--- config.mk ---
export PLATFORM = sky130hd
export DESIGN_NAME = vend_ctrl_multi
export DESIGN_NICKNAME = d
export VERILOG_FILES = /design/src/rtl/vend_ctrl_multi.sv
export SDC_FILE = /design/constraint.sdc
export NUM_CORES = 1
export LEC_CHECK = 0
export CAP_MARGIN = 20
export CORE_ASPECT_RATIO = 0.75
export CORE_MARGIN = 8
export CORE_UTILIZATION = 29
export CTS_CLUSTER_SIZE = 30
export DETAILED_ROUTE_END_ITERATION = 10
export PLACE_DENSITY = 0.47
export SLEW_MARGIN = 15
export SYNTH_ARGS = -nofsm -noshare
export SYNTH_HDL_FRONTEND = slang
export SYNTH_SLANG_ARGS = --single-unit
--- constraint.sdc ---
create_clock -name clk -period 3.7 [get_ports clk]
set_input_delay 0.555 -clock clk [delete_from_list [all_inputs] [get_ports clk]]
set_output_delay 0.555 -clock clk [all_outputs]
set_load 0.01 [all_outputs]
--- src/rtl/vend_ctrl_multi.sv ---
// Vending-machine controller: coin credit accumulation, priced dispense, LED sweep
// for vend/change, cancel refund and inactivity timeout refund.
module vend_ctrl_multi #(
    parameter int TICK_CYCLES   = 50_000_000,
    parameter int PRICE         = 25,
    parameter int COIN_A        = 5,
    parameter int COIN_B        = 10,
    parameter int MAX_CREDIT    = 99,
    parameter int LED_N         = 6,
    parameter int TIMEOUT_TICKS = 10
) (
    input  logic             clk,
    input  logic             rst,
    input  logic             coin_a,
    input  logic             coin_b,
    input  logic             cancel,
    output logic [LED_N-1:0] led,
    output logic [3:0]       credit_tens,
    output logic [3:0]       credit_ones,
    output logic             dispense,
    output logic             change_valid,
    output logic [6:0]       change,
    output logic             reject,
    output logic             busy
);

    localparam int TW = (TICK_CYCLES > 1) ? $clog2(TICK_CYCLES) : 1;
    localparam int SW = (LED_N > 1) ? $clog2(LED_N) : 1;
    localparam int OW = $clog2(TIMEOUT_TICKS + 1);
    localparam logic [LED_N-1:0] LED_LSB = LED_N'(1);
    localparam logic [LED_N-1:0] LED_MSB = LED_LSB << (LED_N - 1);

    typedef enum logic [1:0] {IDLE, VEND, CHANGE, REFUND} state_t;

    state_t           state_reg, state_next;
    logic [6:0]       credit_reg, credit_next;
    logic [LED_N-1:0] led_reg, led_next;
    logic [6:0]       change_reg, change_next;
    logic             dispense_reg, dispense_next;
    logic             change_valid_reg, change_valid_next;
    logic             reject_reg, reject_next;
    logic             busy_reg, busy_next;
    logic [TW-1:0]    tick_cnt_reg, tick_cnt_next;
    logic [SW-1:0]    step_reg, step_next;
    logic [OW-1:0]    to_cnt_reg, to_cnt_next;

    logic       tick;
    logic       coin_any;
    logic [7:0] coin_sum;
    logic [7:0] credit_sum;
    logic       sum_fits;
    logic       last_step;
    logic       timeout_en;

    assign tick       = (tick_cnt_reg == TW'(TICK_CYCLES - 1));
    assign coin_any   = coin_a | coin_b;
    assign coin_sum   = (coin_a ? 8'(COIN_A) : 8'd0) + (coin_b ? 8'(COIN_B) : 8'd0);
    assign credit_sum = {1'b0, credit_reg} + coin_sum;
    assign sum_fits   = (credit_sum <= 8'(MAX_CREDIT));
    assign last_step  = (step_reg == SW'(LED_N - 1));

    always_ff @(posedge clk or posedge rst) begin
        if (rst) begin
            state_reg        <= IDLE;
            credit_reg       <= '0;
            led_reg          <= '0;
            change_reg       <= '0;
            dispense_reg     <= 1'b0;
            change_valid_reg <= 1'b0;
            reject_reg       <= 1'b0;
            busy_reg         <= 1'b0;
            tick_cnt_reg     <= '0;
            step_reg         <= '0;
            to_cnt_reg       <= '0;
        end else begin
            state_reg        <= state_next;
            credit_reg       <= credit_next;
            led_reg          <= led_next;
            change_reg       <= change_next;
            dispense_reg     <= dispense_next;
            change_valid_reg <= change_valid_next;
            reject_reg       <= reject_next;
            busy_reg         <= busy_next;
            tick_cnt_reg     <= tick_cnt_next;
            step_reg         <= step_next;
            to_cnt_reg       <= to_cnt_next;
        end
    end

    always_comb begin
        state_next        = state_reg;
        credit_next       = credit_reg;
        led_next          = led_reg;
        change_next       = change_reg;
        dispense_next     = 1'b0;
        change_valid_next = 1'b0;
        reject_next       = 1'b0;
        tick_cnt_next     = tick ? '0 : tick_cnt_reg + TW'(1);
        step_next         = step_reg;
        to_cnt_next       = to_cnt_reg;
        timeout_en        = 1'b0;

        case (state_reg)
            IDLE: begin
                // cancel wins over coins; a coin arriving with it is bounced
                if (cancel) begin
                    reject_next = coin_any;
                    if (credit_reg != 7'd0) begin
                        state_next  = REFUND;
                        to_cnt_next = '0;
                    end
                end else if (coin_any && sum_fits) begin
                    credit_next = credit_sum[6:0];
                    to_cnt_next = '0;
                end else if (coin_any) begin
                    reject_next = 1'b1;
                    timeout_en  = 1'b1;
                end else if (credit_reg >= 7'(PRICE)) begin
                    state_next    = VEND;
                    credit_next   = credit_reg - 7'(PRICE);
                    led_next      = LED_LSB;
                    dispense_next = 1'b1;
                    tick_cnt_next = '0;
                    step_next     = '0;
                    to_cnt_next   = '0;
                end else begin
                    timeout_en = 1'b1;
                end

                if (timeout_en) begin
                    if (credit_reg == 7'd0) begin
                        to_cnt_next = '0;
                    end else if (tick) begin
                        if (to_cnt_reg == OW'(TIMEOUT_TICKS - 1)) begin
                            state_next  = REFUND;
                            to_cnt_next = '0;
                        end else begin
                            to_cnt_next = to_cnt_reg + OW'(1);
                        end
                    end
                end
            end

            VEND: begin
                reject_next = coin_any;
                if (tick) begin
                    if (last_step) begin
                        step_next = '0;
                        if (credit_reg != 7'd0) begin
                            state_next = CHANGE;
                            led_next   = LED_MSB;
                        end else begin
                            state_next = IDLE;
                            led_next   = '0;
                        end
                    end else begin
                        led_next  = led_reg << 1;
                        step_next = step_reg + SW'(1);
                    end
                end
            end

            CHANGE: begin
                reject_next = coin_any;
                if (tick) begin
                    if (last_step) begin
                        state_next        = IDLE;
                        led_next          = '0;
                        step_next         = '0;
                        change_next       = credit_reg;
                        credit_next       = 7'd0;
                        change_valid_next = 1'b1;
                    end else begin
                        led_next  = led_reg >> 1;
                        step_next = step_reg + SW'(1);
                    end
                end
            end

            REFUND: begin
                reject_next       = coin_any;
                change_next       = credit_reg;
                credit_next       = 7'd0;
                change_valid_next = 1'b1;
                to_cnt_next       = '0;
                state_next        = IDLE;
            end

            default: state_next = IDLE;
        endcase

        busy_next = (state_next == VEND) || (state_next == CHANGE);
    end

    assign led          = led_reg;
    assign credit_tens  = 4'(credit_reg / 7'd10);
    assign credit_ones  = 4'(credit_reg % 7'd10);
    assign dispense     = dispense_reg;
    assign change_valid = change_valid_reg;
    assign change       = change_reg;
    assign reject       = reject_reg;
    assign busy         = busy_reg;

endmodule

After elaboration in Yosys (flattened, before gate mapping) --
Cells that the tools add are included.
Word-level totals: bits in registers 59, bits of input ports 5, output and inout port bits 25, logic and storage cells 133
Operators by class: $add $sub $neg 6, divide/modulo/power cells 2, magnitude comparators 2, eq/ne operators 18, multiplexer cells 77, bitwise gates (word level) 1, reductions and logical operators 16
Operators with widths (count):
- $mux W26 | 6
- $mux W7 | 8
- $mux W6 | 8
- $mux W4 | 10
- $mux W2 | 14
- $add A26 B1 Y26 const B | 1
- $eq A26 B26 Y1 const B | 1
- $mux W3 | 7
- $pmux W7 S3 | 1
- $pmux W6 S3 | 1
- $mux W1 | 15
- $ne A2 B2 Y1 const B | 7
- $pmux W7 S2 | 1
- $reduce_and A6 Y1 | 2
- $add A7 B5 Y8 | 1
- $le A8 B7 Y1 const B | 1
- $pmux W2 S4 | 1
- $pmux W4 S2 | 1
- $div A7 B4 Y7 const B | 1
- $ge A7 B5 Y1 const B | 1
- $logic_not A7 Y1 | 1
- $mod A7 B4 Y7 const B | 1
- $reduce_and A7 Y1 | 1
- $reduce_bool A7 Y1 | 1
- other kinds (22) | 30

Depth between registers and ports, before layout --
word-level depth 14, gate-level depth with buffers 11, gate-level depth less buffers 10

Least setup slack after synthesis --
No wires, ideal clock.
kind reg-to-output, from register credit_reg[3], to output credit_ones[2], arrival 2.780 ns, required time 3.145 ns, path slack 0.365 ns, cell stages (with the launch flop) 12, buffers on the path 1, cells stage by stage dfrtp_1 > clkbuf_1 > nand2_1 > a31oi_1 > nor2_1 > nor3_1 > xnor2_1 > ha_1 > o21ai_0 > a21oi_1 > o21ai_0 > mux2i_1
On the way: longest elaborated chain between the ends 1
Ends and longest elaborated chain:
- start: declaration | RTL line 36 | logic [6:0] credit_reg, credit_next;
- start signal: assignment | RTL line 77 | credit_reg <= credit_next;
- $mod A7 B4 Y7 | RTL line 197 | assign credit_ones = 4'(credit_reg % 7'd10);
- end: declaration | RTL line 19 | output logic [3:0] credit_ones,
Every way passes these cells.

Worst setup path in the final report --
from input coin_a, to register to_cnt_reg[3]
On the way: longest elaborated chain between the ends 11, elaborated cells between the ends (all ways) 17, classes of those cells 2 x add/sub; 1 x order compare; 12 x mux; 1 x bitwise; 1 x reduce/logical
Ends and longest elaborated chain:
- start: declaration | RTL line 14 | input logic coin_a,
- $mux W3 | RTL line 57 | assign coin_sum = (coin_a ? 8'(COIN_A) : 8'd0) + (coin_b ? 8'(COIN_B) : 8'd0);
- $add A3 B4 Y5 | RTL line 57
- $add A7 B5 Y8 | RTL line 58 | assign credit_sum = {1'b0, credit_reg} + coin_sum;
- $le A8 B7 Y1 | RTL line 59 | assign sum_fits = (credit_sum <= 8'(MAX_CREDIT));
- $logic_and A1 B1 Y1 | RTL line 112 | end else if (coin_any && sum_fits) begin
- $mux W4 | RTL line 112
- $mux W4 | RTL line 106 | if (cancel) begin
- $mux W4 | RTL line 133 | end else if (tick) begin
- $mux W4 | RTL line 131 | if (credit_reg == 7'd0) begin
- $mux W4 (*) | RTL line 130 | if (timeout_en) begin
- $pmux W4 S2 (*) | RTL line 103 | case (state_reg)
- end signal: assignment | RTL line 86 | to_cnt_reg <= to_cnt_next;
- end: declaration | RTL line 45 | logic [OW-1:0] to_cnt_reg, to_cnt_next;
Mark *: on every way between the ends. The rest lies on a longest branch, timed or not. The select of a mux whose other input is x is not followed. A chain may end at the register's enable or synchronous reset.

==> summary.txt <==
Run status
  • Status: complete, no violations

Layout
  • Layout cells sized above 1: 14.6%
  • Storage element area: 0.00148 mm^2
  • Area of the multi-input gates: 0.00217 mm^2
  • Number of fill cells: 1306
  • P&R area growth vs syn: 25.7%
  • Antenna diodes: 0
  • Design Area, Final: 0.00475 mm^2
  • Max FFs per register: 26
  • Core Util, Final: 37.0%
  • Nets: 503

Setup path
  • Setup crit end kind: flop
  • CP arrival: 3670 ps
  • CP Max Fanout: 4
  • Worst Setup Start Kind: input port
  • Peak per-stage delay on the critical path: 510 ps
  • Critical Path Most Common Cell: a21oi_1
  • Critical-path cell list: clkdlybuf4s50_1 -> ha_1 -> fa_1 -> a21o_1 -> a21oi_1 -> mux2i_1 -> a21oi_1 -> o221a_2 -> or4_4 -> o211a_1 -> a211o_1
  • Setup CP Type: in2reg
  • CP required: 3910 ps
  • Critical path's slowest cell: or4_4

Placement
  • Setup WS pre-CTS: -92.4 ps
  • IO buf count: 29
  • Placed Area: 0.00438 mm^2
  • GPL Wtd Cong: 0.823
  • Post-DP HPWL: 7280 um

GRT
  • Largest net degree at the start of global routing: 29
  • GRT Residual Overflow: 0
  • Antenna violations before repair: 0
  • Tot GR Track Use: 11.7%
  • Vias in the first global route: 3137
  • First-pass GRT wire length: 16000 um

STA
  • Setup ws final: 237 ps
  • Fin crit share: 93.6%
  • Clk_skew: 6.55 ps
  • Tmin final: 3460 ps
  • Least-Margin Pin Slew: 802 ps
  • Fmax: 289 MHz
  • Final setup fails: 0
  • Final Max Tran Viols: 0
  • Final hold violation count: 0
  • Max-Slew Margin vs Limit: 46.4%

Clock tree
  • CTS root buf: clkbuf_16
  • Total CTS buffers: 9
  • CTS sink cnt: 59
  • CTS tree: done
  • Clock Latency Late Sink: 330 ps
  • H-tree level count: 3
  • Clk slew on worst S/H paths: 50 ps
  • Hold-fix buffers, CTS: 0
  • Clk buf depth: 2

Synth
  • Top cells by count, synth: dfrtp_1 (59), nor2_1 (56), nand2_1 (38)
  • Asr flop ratio synth: 100%
  • Post-Syn Instances: 433
  • Post-Syn Nets: 456
  • Synth Warn #: 0
  • Syn Std Cell Area: 0.00378 mm^2
  • Ys flop type: dfrtp_1
  • Seq/Total Area, Yosys: 39.1%
  • Post-synth EDFFs: 0
  • Cell taking the most area after synthesis: dfrtp_1
  • Avg Inst Size Synth: 8.73 um^2
  • Most frequent cell after synthesis: dfrtp_1
  • FF+latch count, synth: 59
  • Number of library cell types mapped by synthesis: 58
  • Top cell type's share of synthesized area: 39.1%
  • Largest cells by area after synthesis: dfrtp_1 (39%), ha_1 (5.6%), nor2_1 (5.6%)

Power and ir drop
  • Max VDD drop: 0.242 mV
  • Final Power: 1.65 mW
  • Lkg Pwr: 2.07 nW
  • Pwr Density: 347 mW/mm^2

Drt
  • DR pass1 iterations: 4
  • Wirelength per Cell: 14.8 um
  • Vias/cell: 4.96
  • Vias: 3257
  • Routed Antenna Nets: 0
  • Initial DRC count: 296
  • Detailed-route DRC error count: 0
  • Detailed Route WL: 9730 um

Worst hold path
  • Min-delay worst type: reg2reg

Die
  • # IOs: 30
  • # rows: 36
  • Die span in x: 148 um
  • Die area: 0.0170 mm^2
  • Starting Density: 29.4%
  • Core ar.: 0.0128 mm^2
  • Die H: 115 um

Run
  • Max_cap viols: 0
==> final timing paths <==
check | cells after the start | start | slack (ps) | end
min reg2reg | 2 | change[0]$_DFFE_PP0P_ | 480 | change[0]$_DFFE_PP0P_
min in group asynchronous | 2 | rst | 620 | tick_cnt_reg[17]$_DFF_PP0_
max in group asynchronous | 3 | rst | 2410 | tick_cnt_reg[9]$_DFF_PP0_
max reg2reg | 10 | credit_reg[0]$_DFFE_PP0P_ | 530 | to_cnt_reg[3]$_DFFE_PP0P_
max | 11 | coin_a | 240 | to_cnt_reg[3]$_DFFE_PP0P_
min | 2 | change[0]$_DFFE_PP0P_ | 480 | change[0]$_DFFE_PP0P_
==> stage by stage <==
step           setup TNS (ps)  hold slack [ps]  instances
3_3_place_gp            -49.7              469        636
4_1_cts                     0              488        652
2_1_floorplan               0              455        433
6_report                    0              477        656
3_5_place_dp             -218              475        636
5_1_grt                -0.442              520        656
==> worst max-delay path: cells and delay by family <==
kind            cells  cell delay [ps]
simple gates        1              510
buf+inv             1              430
fa+ha+maj           2              650
compound gates      6             1290
mux                 1              220
==> cell families after synthesis <==
kind of cell,Yosys count,synth area share [%]
compound gates,96,16.6
xor+xnor,29,6.72
fa+ha+maj,18,6.16
buf+inv,37,3.87
flops,59,39.1
mux,15,4.30
simple gates,179,23.3
==> what timing repair did <==
action,CTS,global route
endpoints found under the hold margin,0,0
setup endpoints to repair,3,2
buffers inserted,0,4
resized for setup,4,4
==> power breakdown <==
part | switching (mW) | internal, mW
registers | 0.00249 | 0.648
logic | 0.0557 | 0.0419
clock network | 0.296 | 0.607
==> layout by cell type, fill, tap and decap left out, types with 5 or more instances in the layout <==
master           count
nand2b_1             5
xnor2_1             12
mux2_2              10
nor4_1               6
dfrtp_1             56
and3_1               6
nor2b_1              9
nor3_1              11
a22oi_1              7
nand4_1              8
a22o_1               6
inv_1               15
buf_4               27
nand3_1             20
a21oi_1             21
ha_1                17
a31oi_1              5
clkbuf_16            9
clkdlybuf4s50_1     29
nand2_1             38
nor2_1              55
o21ai_0             25
xor2_1              17
mux2i_1              5
==> cell type report <==
cell class | instances | area share, %
Timing Repair Buffer | 57 | 10.5
Clock buffer | 10 | 5.03
Tap cell | 171 | 4.50
Inverter | 16 | 1.26
Sequential cell | 59 | 31.2
Multi-Input combinational cell | 337 | 45.7
Clock inverter | 6 | 1.87
==> metal layers <==
metal	GRT usage (%)	routed length [um]
met1	17.4	5260
met3	2.99	592
met2	16.1	3790
met4	3.46	87
met5	0	0
No activity file was read; power rests on OpenSTA's default activity.
